--- src/rtl/vga_pkg.sv ---
// rtl/vga_pkg.sv - 640x480@60 timing constants and shared types for the scan reader
package vga_pkg;

    localparam int H_VISIBLE = 640;
    localparam int H_FRONT   = 16;
    localparam int H_SYNC    = 96;
    localparam int H_TOTAL   = 800;
    localparam int V_VISIBLE = 480;
    localparam int V_FRONT   = 10;
    localparam int V_SYNC    = 2;
    localparam int V_TOTAL   = 525;

    typedef struct packed {
        logic [9:0] h;
        logic [9:0] v;
    } hv_t;

    // RGB332 byte widened to 8:8:8 by replicating the MSBs into the low bits
    function automatic logic [23:0] rgb332_expand(input logic [7:0] d);
        return {d[7:5], d[7:5], d[7:6],
                d[4:2], d[4:2], d[4:3],
                d[1:0], d[1:0], d[1:0], d[1:0]};
    endfunction

endpackage

--- src/rtl/vga_timing.sv ---
// rtl/vga_timing.sv - clk/2 pixel divider and h/v raster counters with raw syncs
module vga_timing
    import vga_pkg::*;
(
    input  logic       clk,
    input  logic       reset,
    output logic       vga_clk,
    output logic       tick,
    output logic [9:0] h,
    output logic [9:0] v,
    output logic       visible,
    output logic       hsync_raw,
    output logic       vsync_raw,
    output logic       wrap
);

    localparam logic [9:0] H_LAST   = 10'(H_TOTAL - 1);
    localparam logic [9:0] V_LAST   = 10'(V_TOTAL - 1);
    localparam logic [9:0] HS_START = 10'(H_VISIBLE + H_FRONT);
    localparam logic [9:0] HS_END   = 10'(H_VISIBLE + H_FRONT + H_SYNC);
    localparam logic [9:0] VS_START = 10'(V_VISIBLE + V_FRONT);
    localparam logic [9:0] VS_END   = 10'(V_VISIBLE + V_FRONT + V_SYNC);

    logic vga_clk_q;
    hv_t  pos_q;
    hv_t  pos_d;

    always_comb begin
        pos_d = pos_q;
        if (pos_q.h == H_LAST) begin
            pos_d.h = 10'd0;
            pos_d.v = (pos_q.v == V_LAST) ? 10'd0 : pos_q.v + 10'd1;
        end else begin
            pos_d.h = pos_q.h + 10'd1;
        end
    end

    // The tick is the half-period where vga_clk is high; counters advance as it falls
    always_ff @(posedge clk) begin
        if (reset) begin
            vga_clk_q <= 1'b0;
            pos_q     <= '0;
        end else begin
            vga_clk_q <= ~vga_clk_q;
            if (vga_clk_q) begin
                pos_q <= pos_d;
            end
        end
    end

    assign vga_clk   = vga_clk_q;
    assign tick      = vga_clk_q;
    assign h         = pos_q.h;
    assign v         = pos_q.v;
    assign visible   = (pos_q.h < 10'(H_VISIBLE)) && (pos_q.v < 10'(V_VISIBLE));
    assign hsync_raw = !((pos_q.h >= HS_START) && (pos_q.h < HS_END));
    assign vsync_raw = !((pos_q.v >= VS_START) && (pos_q.v < VS_END));
    assign wrap      = vga_clk_q && (pos_q.h == H_LAST) && (pos_q.v == V_LAST);

endmodule

--- src/rtl/vga_scan_reader.sv ---
// rtl/vga_scan_reader.sv - double-buffered pixel fetch and VGA DAC drive; VGA_GRAYSCALE_EN selects grey output
module vga_scan_reader
    import vga_pkg::*;
#(
    parameter int IMG_W  = 256,
    parameter int IMG_H  = 256,
    parameter int ADDR_W = 17
) (
    input  logic              clk,
    input  logic              reset,
    input  logic              swap_req,
    output logic              swap_ack,
    output logic [ADDR_W-1:0] mem_addr,
    input  logic [7:0]        mem_rdata,
    output logic              frame_start,
    output logic              hsync,
    output logic              vsync,
    output logic              blank,
    output logic              sync,
    output logic [7:0]        r,
    output logic [7:0]        g,
    output logic [7:0]        b,
    output logic              vga_clk
);

    localparam int XW = $clog2(IMG_W);
    localparam int YW = ADDR_W - 1 - XW;

    logic       tick;
    logic [9:0] h;
    logic [9:0] v;
    logic       visible;
    logic       hsync_raw;
    logic       vsync_raw;
    logic       wrap;

    vga_timing u_timing (
        .clk       (clk),
        .reset     (reset),
        .vga_clk   (vga_clk),
        .tick      (tick),
        .h         (h),
        .v         (v),
        .visible   (visible),
        .hsync_raw (hsync_raw),
        .vsync_raw (vsync_raw),
        .wrap      (wrap)
    );

    logic              in_image;
    logic [ADDR_W-1:0] mem_addr_d;
    logic [23:0]       pix_d;

    logic              active_buf_q;
    logic              swap_ack_q;
    logic              frame_start_q;
    logic [ADDR_W-1:0] mem_addr_q;
    logic              vis_s1_q;
    logic              img_s1_q;
    logic              hs_s1_q;
    logic              vs_s1_q;
    logic              hsync_q;
    logic              vsync_q;
    logic              blank_q;
    logic [23:0]       pix_q;

    assign in_image   = (h < 10'(IMG_W)) && (v < 10'(IMG_H));
    assign mem_addr_d = {active_buf_q, v[YW-1:0], h[XW-1:0]};

    always_comb begin
        pix_d = 24'h0;
        if (img_s1_q) begin
`ifdef VGA_GRAYSCALE_EN
            pix_d = {mem_rdata, mem_rdata, mem_rdata};
`else
            pix_d = rgb332_expand(mem_rdata);
`endif
        end
    end

    // Stage 1 issues the address and parks the sync/visibility flags while the
    // memory answers; stage 2 lands colour and syncs on the pins together.
    always_ff @(posedge clk) begin
        if (reset) begin
            active_buf_q  <= 1'b0;
            swap_ack_q    <= 1'b0;
            frame_start_q <= 1'b0;
            mem_addr_q    <= '0;
            vis_s1_q      <= 1'b0;
            img_s1_q      <= 1'b0;
            hs_s1_q       <= 1'b1;
            vs_s1_q       <= 1'b1;
            hsync_q       <= 1'b1;
            vsync_q       <= 1'b1;
            blank_q       <= 1'b0;
            pix_q         <= 24'h0;
        end else begin
            frame_start_q <= 1'b0;
            swap_ack_q    <= 1'b0;
            if (tick) begin
                if (in_image) begin
                    mem_addr_q <= mem_addr_d;
                end
                vis_s1_q <= visible;
                img_s1_q <= in_image;
                hs_s1_q  <= hsync_raw;
                vs_s1_q  <= vsync_raw;
                blank_q  <= vis_s1_q;
                hsync_q  <= hs_s1_q;
                vsync_q  <= vs_s1_q;
                pix_q    <= pix_d;
            end
            // Flip only at the raster wrap so a frame never mixes buffers
            if (wrap) begin
                frame_start_q <= 1'b1;
                if (swap_req) begin
                    active_buf_q <= ~active_buf_q;
                    swap_ack_q   <= 1'b1;
                end
            end
        end
    end

    assign swap_ack    = swap_ack_q;
    assign frame_start = frame_start_q;
    assign mem_addr    = mem_addr_q;
    assign hsync       = hsync_q;
    assign vsync       = vsync_q;
    assign blank       = blank_q;
    assign sync        = 1'b0;
    assign r           = pix_q[23:16];
    assign g           = pix_q[15:8];
    assign b           = pix_q[7:0];

endmodule

--- config.mk ---
export PLATFORM = sky130hd
export DESIGN_NAME = vga_scan_reader
export DESIGN_NICKNAME = d
export VERILOG_FILES = /design/src/rtl/vga_pkg.sv /design/src/rtl/vga_timing.sv /design/src/rtl/vga_scan_reader.sv
export SDC_FILE = /design/constraint.sdc
export NUM_CORES = 1
export LEC_CHECK = 0
export ABC_AREA = 1
export ABC_CLOCK_PERIOD_IN_PS = 1840
export CAP_MARGIN = 0
export CORE_MARGIN = 4
export CORE_UTILIZATION = 45
export DETAILED_ROUTE_END_ITERATION = 8
export PLACE_DENSITY = 0.71
export SLEW_MARGIN = 0
export SYNTH_ARGS = -nofsm -noshare
export SYNTH_HDL_FRONTEND = slang
export SYNTH_HIERARCHICAL = 1
export SYNTH_SLANG_ARGS = --single-unit
--- constraint.sdc ---
create_clock -name clk -period 1.84 [get_ports clk]
set_input_delay 0.368 -clock clk [delete_from_list [all_inputs] [get_ports clk]]
set_output_delay 0.368 -clock clk [all_outputs]
set_load 0.05 [all_outputs]
After elaboration in Yosys (flattened, before gate mapping)
Cells that the tools add are included.

Word-level logic and storage cells: 47. Latch bits: 0. Memories kept: 0. Bits in writable memories: 0. Bits in read-only memories: 0. Flip-flop bits (word level): 72.

Magnitude comparators: 8. Eq/ne operators: 2. Div/mod/pow operators: 0. $mul: 0. Bitwise operators: 3. Mux-type cells: 5. Shift-type cells: 0. Reductions and logical operators: 12. Add/subtract/negate cells: 2.

Operators with widths (number): 10-bit by 9-bit < comparator with 1-bit output (second input constant) (4); 24-bit 2-to-1 mux (1); 10-bit by 1-bit adder with 10-bit output (second input constant) (2); 10-bit equality test (second input constant) (2); 10-bit < comparator (second input constant) (2); 10-bit 2-to-1 mux (2); 10-bit >= comparator (second input constant) (1); 10-bit by 9-bit >= comparator with 1-bit output (second input constant) (1); 1-bit logical AND (6); 2-bit AND reduction (3); 1-bit inverter (3); 1-bit logical NOT (2); 1-bit 2-to-1 mux (2); 2-bit OR reduction (1).

Logic depth before layout (Yosys ltp)
Depth in word-level cells: 5. Gate-level depth with buffers: 10. Mapped depth without buffers: 10.

Modules after synthesis
The synthesis kept the hierarchy.

By module, submodules not included: vga_scan_reader (seq. area each 700.7 µm², area an instance 1695.4 µm², cells an instance 241, times used 1); vga_timing (seq. area each 420.4 µm², area an instance 1241.2 µm², cells an instance 197, times used 1).

Least setup slack after synthesis
OpenSTA, ideal clock, no wires.

Path kind: flip-flop to flip-flop. From: register u_timing.pos_q, in the netlist u_timing/h[1]. To: register active_buf_q. Library setup time: 0.119 ns. Arrival time: 1.383 ns. Data required time: 1.721 ns. Path slack: 0.337 ns. Clock period less this slack: 1.503 ns. Stages on the path, launching flop included: 11. Path buffers: 0. Cells stage by stage: dfxtp_1 -> ha_1 -> nand2_2 -> nor2_2 -> nand2_2 -> nor2_4 -> nand2_1 -> inv_1 -> nand2_1 -> o21ai_0 -> a21oi_1.

Word-level cells in the longest chain between the ends: 4.

RTL lines: start, declared (line vga_timing.sv:25) `hv_t pos_q;`; start signal, assigned (line vga_timing.sv:46) `pos_q <= pos_d;`; 10-bit equality test (line vga_timing.sv:58) `assign wrap = vga_clk_q && (pos_q.h == H_LAST) && (pos_q.v == V_LAST);`; 1-bit logical AND (2 in series) (line vga_timing.sv:58); via wrap (line vga_scan_reader.sv:35) `logic wrap;`; 2-bit AND reduction (no line); end signal, assigned (line vga_scan_reader.sv:117) `active_buf_q <= ~active_buf_q;`; end, declared (line vga_scan_reader.sv:54) `logic active_buf_q;`.

The timed path passes the listed nets, and every way through them passes these cells. A chain may end at the register's enable or synchronous reset.

Worst setup path after layout
From: register u_timing.pos_q, in the netlist u_timing/h[0]. To: register active_buf_q.

The elaborated chain is that of the path after synthesis.

==> results.txt <==
The height of the die is 88.78 um. The via-per-instance ratio came out at 4.852. Global routing used 16.84% of the available tracks.

The fraction of post-synthesis cell area in the top cell type by area is 38.18%. Setup violations remaining at the end of the flow were counted as 0. The flow ran to the end, and the final reports show no timing, DRC or antenna violations. In this run the worst hold path is classified as register to register. The cell taking the most area after synthesis is dfxtp_1. The clock share of power is 33.1%. The max-capacitance violation count is 0. The count of boundary I/O pins is 59. The endpoint type of the worst setup path is a register. For the pin with the worst max-slew slack, the measured transition is 0.5097 ns. The path type of the worst setup path is register to register. The area growth from synthesis to final layout is 19.26%. The largest net degree at the start of global routing is 19. The Yosys step of the flow raised 6 warnings.

The net switching fraction of the power is 28.49%. The worst register-to-register path ends at active_buf_q. The largest fanout on the critical path is 6.

The die boundary width came out at 88.78 um. For the worst-skew pair, the clock arrives at the later sink with an insertion delay of 0.31 ns. The via count of the first global-routing pass came out at 2354. After floorplanning, the core was divided into 29 placement rows. The relative max-transition margin is 65.76%.

The setup slack at placement came out at 0.2111 ns. The hold violation total from the final report is 0. The maximum clock frequency came out at 605.6 MHz. The final clock skew came out at 0.007215 ns.

The total global routing overflow came out at 0. Setup repair after global routing left no endpoint under its margin. TritonCTS built the clock tree. After synthesis, the most frequently instantiated cells are 86 x nand2_1, 85 x inv_1, 61 x nor2_1.

The starting density of the core is 46.25%. Counting every net in the synthesized netlist gives 453. The peak ir drop on the vdd network is 0.4215 mV. The routed layout has 2717 vias. The time the final worst path needs with I/O delays and setup is 1.651 ns. The final design utilization is 55.15%. The H-tree was split into 2 levels.

The post-synthesis async set-or-reset flop share came out at 0%. The placer's final routability congestion estimate came out at 0.9384. The distinct cell type count after synthesis came out at 27. The final setup slack of the worst path came out at 0.1889 ns.

The part of the Yosys area used for sequential elements is 38.18%. The area used by sequential logic in the layout is 1124 sq um. The share of power burned in registers came out at 49.9%.

The library cell with the highest instance count after synthesis is nand2_1. Dividing total power by cell area gives a power density of 736.9 nW/um^2. The first detailed-routing pass ran for 4 iterations.

The reported net switching power came out at 0.0007352 W. The number of buffers inserted to repair setup after CTS is 0. The starting DRC count in detailed routing is 133.

The global-route wire length before repair came out at 10.61 mm. The worst path required time came out at 2.05 ns. The combinational power share came out at 17.0%. The placeable core region is 6350 sq um.

The critical path launch point type is a register. The count of final max-slew check failures came out at 0. The number of antenna diodes in the final layout is 0. The number of buffers inserted for hold repair after clock tree synthesis came out at 0. The most used flip-flop cell after synthesis is dfxtp_1.

The detail-routed net length per standard cell came out at 11.80 um. After technology mapping, the gate count stands at 438. The most critical setup path has its startpoint at u_timing/h[0]. The initial antenna violation count is 0.

Clock-pin slew was measured on the worst setup and hold paths at 0.10 ns. The most critical setup path has its endpoint at active_buf_q. The worst path arrival time is 1.86 ns. The count of unresolved DRC violations after routing came out at 0.

The design internal power came out at 0.001845 W. The post-synth design cell area is 2937 sq um. The residual antenna-violating net count after detailed routing is 0. The depth of the worst register-to-register path is 10. In this run the critical register-to-register path is launched from u_timing/h[0]. Ranked by total cell area, the synthesized netlist is headed by dfxtp_1 38%, nand2_1 11%, inv_1 11%. The average instance in the mapped netlist occupies 6.704 sq um. The fraction of final layout cells sized beyond drive strength 1 is 17.60%. Summed over all cells, the static leakage comes to 1.667 nW. In this run, synthesis inferred 0 flip-flops with an integrated enable. The period utilization came out at 89.74%.

Counting the fill cells in the layout gives 598. In this run, CTS created clock tree buffers numbering 5. The number of port buffers came out at 57.

After detailed routing, the total wire length is 6.607 mm. The sum of negative setup slack is 0 ns. The clock root buffer is clkbuf_8.

The full die area is 7882 sq um. The number of buffers between clock root and the deepest sink came out at 2. The post-DP HPWL is 5.003 mm. The number of clock sinks came out at 56. The multi-input combinational cell area is 1264 sq um. The number of nets in the layout is 497.

For flop-to-flop paths, the worst setup slack is 0.19 ns. The number of flip-flops and latches in the synthesized netlist is 56. The number of resized instances in the post-cts repair step is 0.
[how the worst min path moves through the flow]
stage	slack [ns]	start	endpoint	cells past startpoint
floorplan	0.43	hs_s1_q	hs_s1_q	2
global placement	0.44	vs_s1_q	vs_s1_q	2
detailed placement	0.44	hs_s1_q	hs_s1_q	2
CTS	0.47	hs_s1_q	hs_s1_q	2
global route	0.49	vs_s1_q	vs_s1_q	2
finish	0.46	vs_s1_q	vs_s1_q	2
[metal layers]
metal	global-route usage, %	wire (um)	up-vias	share of wire (%)
met5	0	0	-	0
met2	28.68	3026	74	46
met3	3.724	501	8	7.6
met1	21.59	3000	1219	45
met4	4.121	80	0	1.2
li1	-	-	1416	-
[registers in the layout, summed over array words and instances (netlist names), 8 cells and up]
name,flops
u_timing/v,10
pix_q,8
mem_addr,17
u_timing/h,10
[cell usage in the layout, fill, tap and decap left out, types with 2 or more instances in the layout]
master,count
clkdlybuf4s50_1,10
nor2_2,4
dlymetal6s2s_1,4
nand2_2,11
nand2_1,86
dfxtp_2,2
clkbuf_8,6
nor3_1,7
a21oi_1,18
ha_1,4
xor2_1,3
buf_4,53
inv_1,85
nand3_1,33
nor2_1,61
dfxtp_1,54
nand4_1,22
o21ai_0,5
nor2_4,2
nor4_1,2
[layout make-up]
type | count | share of cell area (%)
Inverter | 87 | 9.396
Tap cell | 77 | 2.751
Multi-Input combinational cell | 264 | 36.08
Timing Repair Buffer | 68 | 16.22
Clock inverter | 2 | 1.108
Clock buffer | 6 | 2.358
Sequential cell | 56 | 32.08
[worst max-delay path, cell delays in order, from the launching register on]
cell	delay, ns
dfxtp_1	0.39
ha_1	0.21
nand2_2	0.09
nor2_2	0.13
nand2_2	0.08
nor2_4	0.16
nand2_1	0.13
inv_1	0.09
nand2_1	0.07
o21ai_0	0.15
a21oi_1	0.06
[logic make-up after synthesis]
group | Yosys count | synth area share, %
AO/OA/AOI/OAI | 26 | 4.772
buffers and inverters | 118 | 18.79
XOR/XNOR | 3 | 0.8949
other | 1 | 0.1277
flip-flops | 56 | 38.18
adder cells (fa/ha/maj) | 4 | 1.704
AND/OR/NAND/NOR | 230 | 35.53
[power groups by stage]
stage	clock [W]	combinational (W)	sequential, W
finish	0.000854	0.000439	0.00129
global route	0.000922	0.000478	0.00130
CTS	0.000871	0.000444	0.00129
detailed placement	0	0.000442	0.00132
global placement	0	0.000440	0.00131
floorplan	0	0.000213	0.00143
[through the flow]
step           instances  total power [W]  cell area, sq um  hold slack [ns]
2_1_floorplan        438         0.001643              2937           0.4292
3_3_place_gp         552         0.001755              3368           0.4390
3_5_place_dp         552         0.001759              3368           0.4436
4_1_cts              560         0.002603              3490           0.4698
5_1_grt              560         0.002696              3502           0.4905
6_report             560         0.002581              3502           0.4647
No activity file was read; power rests on OpenSTA's default activity.
